**src/rtl/ai_accel_pkg.sv**
```systemverilog
// Shared constants and types for the AI accelerator slave port and its Wishbone arbiter.
package ai_accel_pkg;

    localparam logic [31:0] OP_GO_ADDR = 32'h0000_0005;
    localparam logic [31:0] GO_VALUE   = 32'hFFFF_FFFF;
    localparam logic [31:0] GO_RELEASE = 32'h0000_0000;

    // Top address bits select the accelerator region: op registers, then matrices A, B, C.
    localparam logic [1:0] PFX_OP = 2'b00;
    localparam logic [1:0] PFX_A  = 2'b01;
    localparam logic [1:0] PFX_B  = 2'b10;
    localparam logic [1:0] PFX_C  = 2'b11;

    typedef enum logic [1:0] {
        ARB_IDLE    = 2'd0,
        ARB_BUSY    = 2'd1,
        ARB_RECOVER = 2'd2
    } arb_state_e;

endpackage

```
**src/rtl/ai_arb_rr2.sv**
```systemverilog
// Combinational two-way round-robin picker; a held lock restricts eligibility to the owner.
module ai_arb_rr2 (
    input  logic [1:0] req,
    input  logic       last_grant,
    input  logic       lock,
    input  logic       owner,
    output logic       gnt_valid,
    output logic       gnt_idx
);

    logic [1:0] elig;

    always_comb begin
        elig = req;
        if (lock) begin
            elig = req & (owner ? 2'b10 : 2'b01);
        end
        gnt_valid = |elig;
        gnt_idx   = 1'b0;
        case (elig)
            2'b10:   gnt_idx = 1'b1;
            2'b11:   gnt_idx = ~last_grant;
            default: gnt_idx = 1'b0;
        endcase
    end

endmodule

```
**src/rtl/ai_accel_wb_arbiter.sv**
```systemverilog
// Two-master round-robin Wishbone arbiter with GO-ownership lock in front of the accelerator slave.
// Define AI_ARB_TIMEOUT_EN to build the BUSY timeout that ends a stuck cycle with an error pulse.
module ai_accel_wb_arbiter
    import ai_accel_pkg::*;
#(
    parameter int unsigned TIMEOUT_CYCLES = 4096
) (
    input  logic        wb_clk_i,
    input  logic        wb_rst_i,
    input  logic [31:0] m0_addr_i,
    input  logic        m0_we_i,
    input  logic [31:0] m0_data_i,
    input  logic        m0_stb_i,
    output logic        m0_ack_o,
    output logic        m0_err_o,
    output logic [31:0] m0_data_o,
    input  logic [31:0] m1_addr_i,
    input  logic        m1_we_i,
    input  logic [31:0] m1_data_i,
    input  logic        m1_stb_i,
    output logic        m1_ack_o,
    output logic        m1_err_o,
    output logic [31:0] m1_data_o,
    output logic [31:0] s_addr_o,
    output logic        s_we_o,
    output logic [31:0] s_data_o,
    output logic        s_stb_o,
    input  logic        s_ack_i,
    input  logic [31:0] s_data_i
);

    arb_state_e state;
    logic       gnt_q;
    logic       last_grant;
    logic       lock;
    logic       owner;
    logic       pick_valid;
    logic       pick_idx;
    logic       busy;
    logic       go_write;
    logic       timeout_hit;

    ai_arb_rr2 u_rr2 (
        .req        ({m1_stb_i, m0_stb_i}),
        .last_grant (last_grant),
        .lock       (lock),
        .owner      (owner),
        .gnt_valid  (pick_valid),
        .gnt_idx    (pick_idx)
    );

    assign busy     = (state == ARB_BUSY);
    assign go_write = s_we_o && (s_addr_o == OP_GO_ADDR);

    // A master that illegally dropped its strobe mid-cycle gets neither ack nor data.
    assign m0_ack_o  = busy && !gnt_q && m0_stb_i && s_ack_i;
    assign m1_ack_o  = busy &&  gnt_q && m1_stb_i && s_ack_i;
    assign m0_data_o = (busy && !gnt_q && m0_stb_i) ? s_data_i : '0;
    assign m1_data_o = (busy &&  gnt_q && m1_stb_i) ? s_data_i : '0;

`ifdef AI_ARB_TIMEOUT_EN
    localparam int unsigned CNT_W = $clog2(TIMEOUT_CYCLES + 1);
    logic [CNT_W-1:0] to_cnt;

    always_ff @(posedge wb_clk_i or posedge wb_rst_i) begin
        if (wb_rst_i) begin
            to_cnt <= '0;
        end else if (state == ARB_IDLE && pick_valid) begin
            to_cnt <= '0;
        end else if (busy) begin
            to_cnt <= to_cnt + 1'b1;
        end
    end

    // Fires in the TIMEOUT_CYCLES-th BUSY cycle so the error lands where an ack would.
    assign timeout_hit = busy && !s_ack_i && (to_cnt == CNT_W'(TIMEOUT_CYCLES - 1));
    assign m0_err_o    = timeout_hit && !gnt_q;
    assign m1_err_o    = timeout_hit &&  gnt_q;
`else
    logic unused_timeout;
    assign unused_timeout = ^TIMEOUT_CYCLES;
    assign timeout_hit    = 1'b0;
    assign m0_err_o       = 1'b0;
    assign m1_err_o       = 1'b0;
`endif

    always_ff @(posedge wb_clk_i or posedge wb_rst_i) begin
        if (wb_rst_i) begin
            state      <= ARB_IDLE;
            gnt_q      <= 1'b0;
            last_grant <= 1'b1;
            lock       <= 1'b0;
            owner      <= 1'b0;
            s_addr_o   <= '0;
            s_we_o     <= 1'b0;
            s_data_o   <= '0;
            s_stb_o    <= 1'b0;
        end else begin
            case (state)
                ARB_IDLE: begin
                    if (pick_valid) begin
                        gnt_q      <= pick_idx;
                        last_grant <= pick_idx;
                        s_addr_o   <= pick_idx ? m1_addr_i : m0_addr_i;
                        s_we_o     <= pick_idx ? m1_we_i   : m0_we_i;
                        s_data_o   <= pick_idx ? m1_data_i : m0_data_i;
                        s_stb_o    <= 1'b1;
                        state      <= ARB_BUSY;
                    end
                end
                ARB_BUSY: begin
                    if (s_ack_i) begin
                        s_stb_o <= 1'b0;
                        state   <= ARB_RECOVER;
                        if (go_write && s_data_o == GO_VALUE) begin
                            lock  <= 1'b1;
                            owner <= gnt_q;
                        end else if (go_write && s_data_o == GO_RELEASE && owner == gnt_q) begin
                            lock  <= 1'b0;
                        end
                    end else if (timeout_hit) begin
                        s_stb_o <= 1'b0;
                        state   <= ARB_RECOVER;
                    end
                end
                ARB_RECOVER: begin
                    state <= ARB_IDLE;
                end
                default: begin
                    state <= ARB_IDLE;
                end
            endcase
        end
    end

endmodule

```
**config.mk**
```make
export PLATFORM = sky130hd
export DESIGN_NAME = ai_accel_wb_arbiter
export DESIGN_NICKNAME = d
export VERILOG_FILES = /design/src/rtl/ai_accel_pkg.sv /design/src/rtl/ai_arb_rr2.sv /design/src/rtl/ai_accel_wb_arbiter.sv
export SDC_FILE = /design/constraint.sdc
export NUM_CORES = 1
export LEC_CHECK = 0
export CAP_MARGIN = 15
export CORE_AREA = 2 2 116 118
export CTS_BUF_LIST = sky130_fd_sc_hd__clkbuf_16
export DETAILED_ROUTE_END_ITERATION = 12
export DIE_AREA = 0 0 118 120
export MAX_ROUTING_LAYER = met4
export PLACE_DENSITY_LB_ADDON = 0.08
export SLEW_MARGIN = 20
export SYNTH_ARGS = -nofsm -noshare
export SYNTH_HDL_FRONTEND = slang
export SYNTH_SLANG_ARGS = --single-unit
```
**constraint.sdc**
```tcl
create_clock -name wb_clk_i -period 5.5 [get_ports wb_clk_i]
set_input_delay 1.1 -clock wb_clk_i [delete_from_list [all_inputs] [get_ports wb_clk_i]]
set_output_delay 1.1 -clock wb_clk_i [all_outputs]
set_load 0.02 [all_outputs]
```
==> results of run 1 <==
==> layer usage <==
| metal | GRT usage (%) | vias to the layer above |
|---|---|---|
| met5 | - | - |
| met4 | 6.85 | 0 |
| met3 | 4.61 | 22 |
| met2 | 36.4 | 181 |
| met1 | 22.2 | 1928 |
| li1 | - | 2048 |
==> Yosys cell counts, types with 2 or more instances <==
library cell,number,share of area (%)
nor4_2,2,0.58
nand2_1,8,0.70
nor3_1,3,0.35
a21o_1,2,0.35
a21oi_1,5,0.58
nand4_1,10,1.5
a21oi_2,60,12
and2_1,64,9.4
nor4b_1,2,0.41
clkbuf_1,6,0.53
dfrtp_1,71,42
o32ai_1,2,0.41
buf_6,10,2.6
mux2i_1,66,15
nor4_1,13,1.9
buf_4,5,0.88
inv_1,3,0.26
inv_2,2,0.18
buf_2,9,1.1
nor2_1,71,6.2
==> placed cells by master (no fill, tap or decap), types with 5 or more instances in the layout <==
| cell type | instances |
|---|---|
| a21oi_1 | 5 |
| dfrtp_1 | 71 |
| nor4_1 | 13 |
| and2_1 | 64 |
| clkdlybuf4s50_1 | 298 |
| a21oi_2 | 60 |
| mux2i_1 | 66 |
| nand2_1 | 8 |
| nor2_1 | 71 |
| nand4_1 | 10 |
| buf_4 | 5 |
| clkbuf_16 | 9 |
==> worst max path at each step <==
| stage | cells past startpoint | slack, ns | to | startpoint |
|---|---|---|---|---|
| global placement | 6 | 1.53 | m0_data_o[27] | m0_stb_i |
| detailed placement | 6 | 1.49 | m0_data_o[27] | m0_stb_i |
| finish | 6 | 1.51 | m0_data_o[27] | m0_stb_i |
| global route | 6 | 1.39 | m1_data_o[3] | m1_stb_i |
| CTS | 6 | 1.49 | m0_data_o[27] | m0_stb_i |
| floorplan | 1 | 2.58 | gnt_q$_DFFE_PP0P_ | wb_rst_i |
==> area by class of cell <==
type / instances / area share, %
clock inverters: 7 / 0.836
flip-flops and latches: 72 / 23.6
multi-input cells: 320 / 29.6
clock buffers: 9 / 2.95
inverters: 5 / 0.262
well taps: 176 / 2.89
repair buffers: 304 / 39.8
==> flip-flops by register name, summed over array words and instances (netlist names) <==
| signal | cells |
|---|---|
| gnt_q | 1 |
| last_grant | 1 |
| lock | 1 |
| owner | 1 |
| s_addr_o | 32 |
| s_data_o | 32 |
| s_stb_o | 1 |
| s_we_o | 1 |
| state | 2 |
==> worst max-delay path, stage by stage <==
cell and delay [ns]:
clkdlybuf4s50_1 0.52, nand2_1 0.09, nor2_1 0.09, buf_4 0.26
and2_1 0.17, clkdlybuf4s50_1 0.64
==> where the power goes <==
part | switching, mW | internal (mW) | total (mW)
sequential | 0.247 | 0.788 | 1.03
combinational | 1.04 | 0.922 | 1.96
clock | 0.210 | 0.346 | 0.556
==> cell families (layout without fill, tap and decap cells) <==
family | Yosys count | after routing | synth area share [%]
muxes | 66 | 66 | 15.4
xor gates and xnor gates | 1 | 1 | 0.205
buffers and inverters | 35 | 325 | 5.53
other | 1 | 2 | 0.0876
and+or+nand+nor | 178 | 178 | 22.1
DFF | 72 | 72 | 42.1
AOI/OAI and AO/OA | 73 | 73 | 14.5
==> stage by stage <==
step / std cells / power (mW) / worst slack [ns] / utilization [%] / hold slack [ns]
2_1_floorplan: 427 / 2.14 / 2.58 / - / 0.449
3_3_place_gp: 877 / 2.98 / 1.53 / 56.6 / 0.462
3_5_place_dp: 877 / 3.02 / 1.49 / 56.6 / 0.467
4_1_cts: 893 / 3.59 / 1.49 / 58.8 / 0.476
5_1_grt: 893 / 3.76 / 1.39 / 58.8 / 0.503
6_report: 893 / 3.55 / 1.51 / 58.8 / 0.474
==> results by group, run 1 <==
Floorplanning
  – Initial Utilization: 33.0%
  – Die W: 118 um
  – Core footprint: 13000 sq um
  – Io pins: 301
  – DIE HEIGHT: 120 um
  – Die area: 14200 sq um
  – Cell Rows: 42

Finish
  – Area Overhead vs Synth: 78.4%
  – Share of layout cells above drive strength 1: 12.6%
  – Inserted Diodes: 0
  – Final net count: 879
  – Multi-input logic area: 2260 sq um
  – Fillers: 1170
  – Post-route design area: 7630 sq um
  – Reg area: 1800 sq um

GRT
  – Vias in the first global route: 4209
  – Initial antenna violation count: 0
  – Tot GR Track Use: 20.3%
  – Total grt overflow: 0
  – First-pass GRT wire length: 22000 um
  – Largest net degree at the start of global routing: 79

Logic synthesis
  – Synthesis Warnings: 0
  – Synthesized flop and latch total: 72
  – Main synth FF type: dfrtp_1
  – Sequential area share after synthesis: 42.1%
  – Mapped Area: 4280 sq um
  – Distinct cells, synth: 32
  – Post-synth EDFFs: 0
  – Synth Instances: 426
  – FFs w/ async S/R, synth: 100%
  – Syn_area_per_cell: 10.0 sq um

Clocking
  – Max clock buf depth: 2
  – CTS Buf Count: 9
  – Setup bufs post-CTS: 0
  – Post-CTS Hold Buffers: 0
  – Clock sink count: 72
  – Clock Latency Late Sink: 0.33 ns
  – CTS root buf: clkbuf_16
  – Clock input transition at the sequential cells of the worst setup and hold paths: 0.05 ns
  – CTS tree: yes
  – H-tree Lvls: 3
  – PostCTS Resize Cnt: 0

Route
  – TritonRoute pass-1 iters: 4
  – Vias per inst: 4.68
  – Post-route antenna net violation count: 0
  – Routed WL per cell: 16.0 um
  – DR iter-0 viols: 109
  – Final WL: 14300 um
  – DRC Markers: 0
  – DR WL met3: 938 um
  – Met1 Wirelength: 5600 um
  – Highest Signal Layer: met4
  – Met2 WL: 7450 um
  – Via count: 4179

Pwr
  – Power Density: 465 nW/um^2
  – Leak: 3.08 nW
  – Maximum vdd ir drop: 261 uV

Worst setup path
  – FF-to-FF End: s_data_o[11]$_DFFE_PP0P_
  – R2r setup slk: 3.25 ns
  – Critical Path Sink Type: output pin
  – Worst Path Class, Setup: in -> out
  – Worst reg2reg startpoint: lock$_DFFE_PP0P_
  – Crit-path max FO: 32
  – Worst path required time: 4.40 ns
  – Startpoint Class: input pin
  – Cells on worst reg2reg path: 5
  – Critical path arrival: 2.89 ns

STA
  – Final hold vios: 0
  – Rel. slew slack: 38.1%
  – Final setup fails: 0
  – Worst-margin pin slew: 0.928 ns
  – Setup Skew: 0.00638 ns
  – Max-slew violations: 0
  – Fmax: 250 MHz
  – Tcrit/Tclk final: 72.6%
  – Setup TNS: 0 ns
  – Crit path time final: 3.99 ns
  – RSZ-0062 raised after global routing: no

Placed design
  – Placed cell areas: 7340 sq um
  – Placer congestion estimate: 0.807
  – Port bufs: 298
  – HPWL after DPL: 11600 um

Hold path
  – Hold_sp: last_grant$_DFFE_PP1P_
  – Worst hold path endpoint: last_grant$_DFFE_PP1P_
  – Hold Path Class: reg -> reg
  – Worst Hold Depth: 2

Run
  – Max-Cap Viols: 0

Status
  – Run status: completed
No activity file was read; power rests on OpenSTA's default activity.
==> inputs of run 2 (changes only) <==
==> constraint.sdc (replaced) <==
create_clock -name wb_clk_i -period 4.1 [get_ports wb_clk_i]
set_input_delay 0.82 -clock wb_clk_i [delete_from_list [all_inputs] [get_ports wb_clk_i]]
set_output_delay 0.82 -clock wb_clk_i [all_outputs]
set_load 0.02 [all_outputs]
==> run 2 against run 1 <==
Effect of this change:
- sequential power grew 35%
- first-iteration DRC count rose by 47%
- final cell count fell by 0.11%
- setup slack lost 0.83 ns
- worst hold slack better by 0.0021 ns
- core utilization did not move
- count of clock-buffer cells in the layout is the same
- largest power group unchanged
- highest routed layer unchanged
==> results by group, run 2 (synthesis gave the netlist of run 1 again) <==
Status
  – Run status: completed

Floorplanning
  – Io pins: 301
  – Die area: 14200 sq um
  – Cell Rows: 42
  – Initial Utilization: 33.0%
  – Die W: 118 um
  – Core footprint: 13000 sq um
  – DIE HEIGHT: 120 um

Pwr
  – Seq pwr share: 29.2%
  – Maximum vdd ir drop: 346 uV
  – Leak: 3.09 nW
  – Power Density: 624 nW/um^2
  – Sw Pwr: 2.00 mW
  – Clk pwr share: 15.8%
  – Cell Int Power: 2.76 mW
  – Gate power share: 55.0%
  – Switching Share: 42.1%

Placed design
  – Placer congestion estimate: 0.831
  – Place WS: 0.657 ns
  – Placed cell areas: 7340 sq um
  – HPWL after DPL: 11500 um
  – Port bufs: 298

Clocking
  – Clock sink count: 72
  – CTS tree: yes
  – PostCTS Resize Cnt: 0
  – Clock input transition at the sequential cells of the worst setup and hold paths: 0.05 ns
  – Max clock buf depth: 2
  – Clock Latency Late Sink: 0.33 ns
  – Setup bufs post-CTS: 0
  – Post-CTS Hold Buffers: 0
  – H-tree Lvls: 3
  – CTS Buf Count: 9
  – CTS root buf: clkbuf_16

Run
  – Max-Cap Viols: 0

GRT
  – Total grt overflow: 0
  – First-pass GRT wire length: 22200 um
  – Largest net degree at the start of global routing: 135
  – Vias in the first global route: 4209
  – Initial antenna violation count: 0
  – Tot GR Track Use: 20.5%

Finish
  – Area Overhead vs Synth: 78.4%
  – Inserted Diodes: 0
  – Fillers: 1186
  – Top Registers: s_addr_o x32, s_data_o x32, state x2
  – Post-route design area: 7630 sq um
  – Final net count: 879
  – Commonest cells after routing, fill and taps aside: 298 x clkdlybuf4s50_1, 71 x nor2_1, 71 x dfrtp_1
  – Share of layout cells above drive strength 1: 12.7%
  – Commonest non-fill, non-tap cell in the layout: clkdlybuf4s50_1

Worst setup path
  – Worst Path Class, Setup: in -> out
  – Crit-path max FO: 32
  – Critical Path Sink Type: output pin
  – Critical path arrival: 2.60 ns
  – Worst path required time: 3.28 ns
  – Startpoint Class: input pin

Route
  – Met1 Wirelength: 5620 um
  – Final WL: 14200 um
  – Vias per inst: 4.64
  – Met2 WL: 7470 um
  – TritonRoute pass-1 iters: 5
  – Via count: 4140
  – Highest Signal Layer: met4
  – DR iter-0 viols: 160
  – DRC Markers: 0
  – Routed WL per cell: 15.9 um
  – DR WL met3: 910 um
  – Post-route antenna net violation count: 0

STA
  – Setup Skew: 0.0102 ns
  – Tcrit/Tclk final: 83.5%
  – Rel. slew slack: 50.1%
  – Final setup fails: 0
  – Crit path time final: 3.42 ns
  – Worst-margin pin slew: 0.749 ns
  – Setup TNS: 0 ns
  – Final hold slack: 0.476 ns
  – Final hold vios: 0
  – Worst setup margin: 0.677 ns
  – RSZ-0062 raised after global routing: no
  – Max-slew violations: 0
  – Fmax: 292 MHz

Hold path
  – Hold Path Class: reg -> reg
[run 2: changes by cell type in the layout (fill, tap and decap cells not counted)]
cell,before,now
clkinv_1,2,0
clkinv_4,0,1
clkinvlp_4,3,2
inv_4,0,1
[run 2: through the flow]
step / std cells / util, % / power [mW]
finish: 892 / 58.8 / 4.76
floorplan: 427 / - / 2.87
detailed placement: 877 / 56.6 / 4.05
global placement: 877 / 56.6 / 4.00
CTS: 892 / 58.8 / 4.82
global route: 892 / 58.8 / 5.05
[run 2: cell type report]
class | instances | area (sq um) | share of cell area, %
Inverter | 5 | 21.3 | 0.279
Clock inverter | 6 | 62.6 | 0.820
Tap cell | 176 | 220 | 2.89
Clock buffer | 9 | 225 | 2.95
Timing Repair Buffer | 304 | 3040 | 39.8
Multi-Input combinational cell | 320 | 2260 | 29.6
Sequential cell | 72 | 1800 | 23.6
[run 2: worst paths after layout]
check	start	end	slack, ns	cells past startpoint
setup / recovery	m0_stb_i	m0_data_o[27]	0.68	6
hold reg to reg	last_grant$_DFFE_PP1P_	last_grant$_DFFE_PP1P_	0.48	2
min in group asynchronous	wb_rst_i	s_addr_o[14]$_DFFE_PP0P_	0.99	2
max in group asynchronous	wb_rst_i	s_addr_o[4]$_DFFE_PP0P_	2.44	3
hold / removal	last_grant$_DFFE_PP1P_	last_grant$_DFFE_PP1P_	0.48	2
setup reg to reg	last_grant$_DFFE_PP1P_	s_data_o[31]$_DFFE_PP0P_	2.26	5
[run 2: power groups by stage]
stage	Combinational (mW)	Sequential, mW	Clock, mW
6_report	2.62	1.39	0.751
3_3_place_gp	2.62	1.38	0
4_1_cts	2.66	1.39	0.768
2_1_floorplan	1.15	1.72	0
3_5_place_dp	2.65	1.40	0
5_1_grt	2.80	1.45	0.803
[run 2: critical path, cell delays in order]
cell and delay [ns]:
clkdlybuf4s50_1 0.54, nand2_1 0.09, nor2_1 0.08, buf_4 0.26
and2_1 0.17, clkdlybuf4s50_1 0.64
[run 2: routing by layer]
metal  vias up  global-route usage [%]
met5         -                       -
met4         0                    5.42
met3        16                    5.13
met2       162                    37.1
met1      1916                    22.4
li1       2046                       -
==> inputs of run 3 (changes only) <==
==> constraint.sdc (replaced) <==
create_clock -name wb_clk_i -period 3.2 [get_ports wb_clk_i]
set_input_delay 0.64 -clock wb_clk_i [delete_from_list [all_inputs] [get_ports wb_clk_i]]
set_output_delay 0.64 -clock wb_clk_i [all_outputs]
set_load 0.02 [all_outputs]
==> run 3 against run 2 <==
Effect of this change:
- clock skew is 0.0028 ns lower
- final cell count is 0.67% higher
- via count is 0.34% higher
- sequential power is 28% higher
- count of clock-buffer cells in the layout stayed put
- power is 30% higher
- first-iteration DRC count is 12% lower
- worst hold slack better by 0.0035 ns
- clock power is 28% higher
- flip-flop and latch count stayed put
- core utilization is 0.88 points higher
- sequential share of layout area is 0.35 points lower
- largest cell class unchanged
==> results by group, run 3 (synthesis gave the netlist of run 1 again) <==
Status
  – Run status: completed

GRT
  – Tot GR Track Use: 20.7%
  – Vias in the first global route: 4186
  – Largest net degree at the start of global routing: 48
  – First-pass GRT wire length: 22300 um
  – Initial antenna violation count: 0
  – Total grt overflow: 0

Worst setup path
  – Crit-path max FO: 32
  – Critical path arrival: 2.45 ns
  – Crit path buf inv count: 3
  – CP max stage delay: 0.62 ns
  – CP max stage cell: clkdlybuf4s50_1
  – Crit-path cells: clkdlybuf4s50_1, nand2_1, nor2_2, buf_12, and2_1, clkdlybuf4s50_1
  – Most common cell on crit path: clkdlybuf4s50_1
  – Critical Path Sink Type: output pin
  – Startpoint Class: input pin
  – CP delay by family, top: buffers and inverters
  – Worst path required time: 2.56 ns
  – Worst Path Class, Setup: in -> out

Clocking
  – CTS root buf: clkbuf_16
  – Max clock buf depth: 2
  – Clock input transition at the sequential cells of the worst setup and hold paths: 0.05 ns
  – Clock Latency Late Sink: 0.33 ns
  – H-tree Lvls: 3
  – CTS tree: yes
  – CTS Buf Count: 9
  – Clock sink count: 72

STA
  – RSZ-0062 raised after global routing: no
  – Fmax: 323 MHz
  – Tcrit/Tclk final: 96.6%
  – Setup Skew: 0.00739 ns
  – Rel. slew slack: 60.8%
  – Crit path time final: 3.09 ns
  – Final hold vios: 0
  – Max-slew violations: 0
  – Setup TNS: 0 ns
  – Worst-margin pin slew: 0.588 ns
  – Final setup fails: 0

Finish
  – Top Registers: s_addr_o x32, s_data_o x32, state x2
  – Final non-filler cell total: 898
  – Share of layout cells above drive strength 1: 13.3%
  – Commonest cells after routing, fill and taps aside: 298 x clkdlybuf4s50_1, 71 x dfrtp_1, 70 x nor2_1
  – Area Overhead vs Synth: 81.0%
  – Commonest non-fill, non-tap cell in the layout: clkdlybuf4s50_1
  – Inserted Diodes: 0
  – Final net count: 884

Route
  – Routed WL per cell: 16.0 um
  – DRC Markers: 0
  – Via count: 4154
  – Vias per inst: 4.63
  – Post-route antenna net violation count: 0
  – Final WL: 14300 um
  – DR iter-0 viols: 141
  – TritonRoute pass-1 iters: 5

Floorplanning
  – Io pins: 301
  – Initial Utilization: 33.0%
  – Core footprint: 13000 sq um
  – Die W: 118 um
  – Die area: 14200 sq um
  – DIE HEIGHT: 120 um
  – Cell Rows: 42

Placed design
  – HPWL after DPL: 12000 um
  – Placer congestion estimate: 0.847
  – Port bufs: 298
  – Dpl cells: 882

Run
  – Max-Cap Viols: 0

Pwr
  – Maximum vdd ir drop: 407 uV
  – Leak: 3.14 nW
  – Power Density: 801 nW/um^2

Hold path
  – Hold Path Class: reg -> reg
[run 3: cell types whose count changed in the layout (fill, tap and decap cells not counted), sizes merged]
cell	previous run	this run
buf	6	11
clkinv	2	4
clkinvlp	2	1
[run 3: what timing repair did]
item	CTS	global route
hold buffers	0	0
endpoints found under the hold margin	0	0
setup buffers	0	0
gates resized for setup	0	1
endpoints found under the setup margin	0	32
[run 3: worst register-to-register path, cell delays in order (launching register included)]
cell and delay [ns]:
dfstp_2 0.53, nand2_1 0.08, o21ai_4 0.43, buf_12 0.28, mux2i_1 0.35, a21oi_2 0.09
[run 3: routing by layer]
layer  track usage [%]  share of wire [%]
met5                 -                  0
met4              6.93                2.8
met3              5.80                7.0
met1              22.7                 39
met2              36.4                 51
[run 3: final timing paths]
check	from	to	slack [ns]	cells past startpoint
min in group asynchronous	wb_rst_i	gnt_q$_DFFE_PP0P_	0.68	2
worst max-delay path	m1_stb_i	m1_data_o[1]	0.11	6
worst min-delay path	s_stb_o$_DFFE_PP0P_	s_stb_o$_DFFE_PP0P_	0.48	1
max in group asynchronous	wb_rst_i	s_data_o[6]$_DFFE_PP0P_	1.88	3
worst min register to register	s_stb_o$_DFFE_PP0P_	s_stb_o$_DFFE_PP0P_	0.48	1
worst max register to register	last_grant$_DFFE_PP1P_	s_addr_o[2]$_DFFE_PP0P_	1.31	5
[run 3: metrics by stage]
| stage | hold slack (ns) | total power [mW] | setup WS [ns] | util (%) | instance area (sq um) |
|---|---|---|---|---|---|
| after floorplan | 0.449 | 3.68 | 0.737 | - | 4280 |
| after global placement | 0.463 | 5.22 | 0.158 | 57.4 | 7460 |
| after detailed placement | 0.472 | 5.29 | 0.0344 | 57.4 | 7460 |
| after CTS | 0.486 | 6.26 | 0.0292 | 59.7 | 7740 |
| after global routing | 0.498 | 6.58 | 0.0221 | 59.7 | 7750 |
| final | 0.479 | 6.20 | 0.107 | 59.7 | 7750 |
[run 3: layout make-up]
type / instances / area [sq um]
clock inverters: 7 / 62.6
fillers: 1180 / 5230
flip-flops and latches: 72 / 1800
multi-input cells: 320 / 2260
clock buffers: 9 / 225
well taps: 176 / 220
inverters: 5 / 20.0
repair buffers: 309 / 3150
[run 3: report_power, final]
part / internal [mW] / switching (mW) / leakage, nW
combinational: 1.66 / 1.80 / 2.20
sequential: 1.35 / 0.425 / 0.795
clock: 0.596 / 0.362 / 0.142
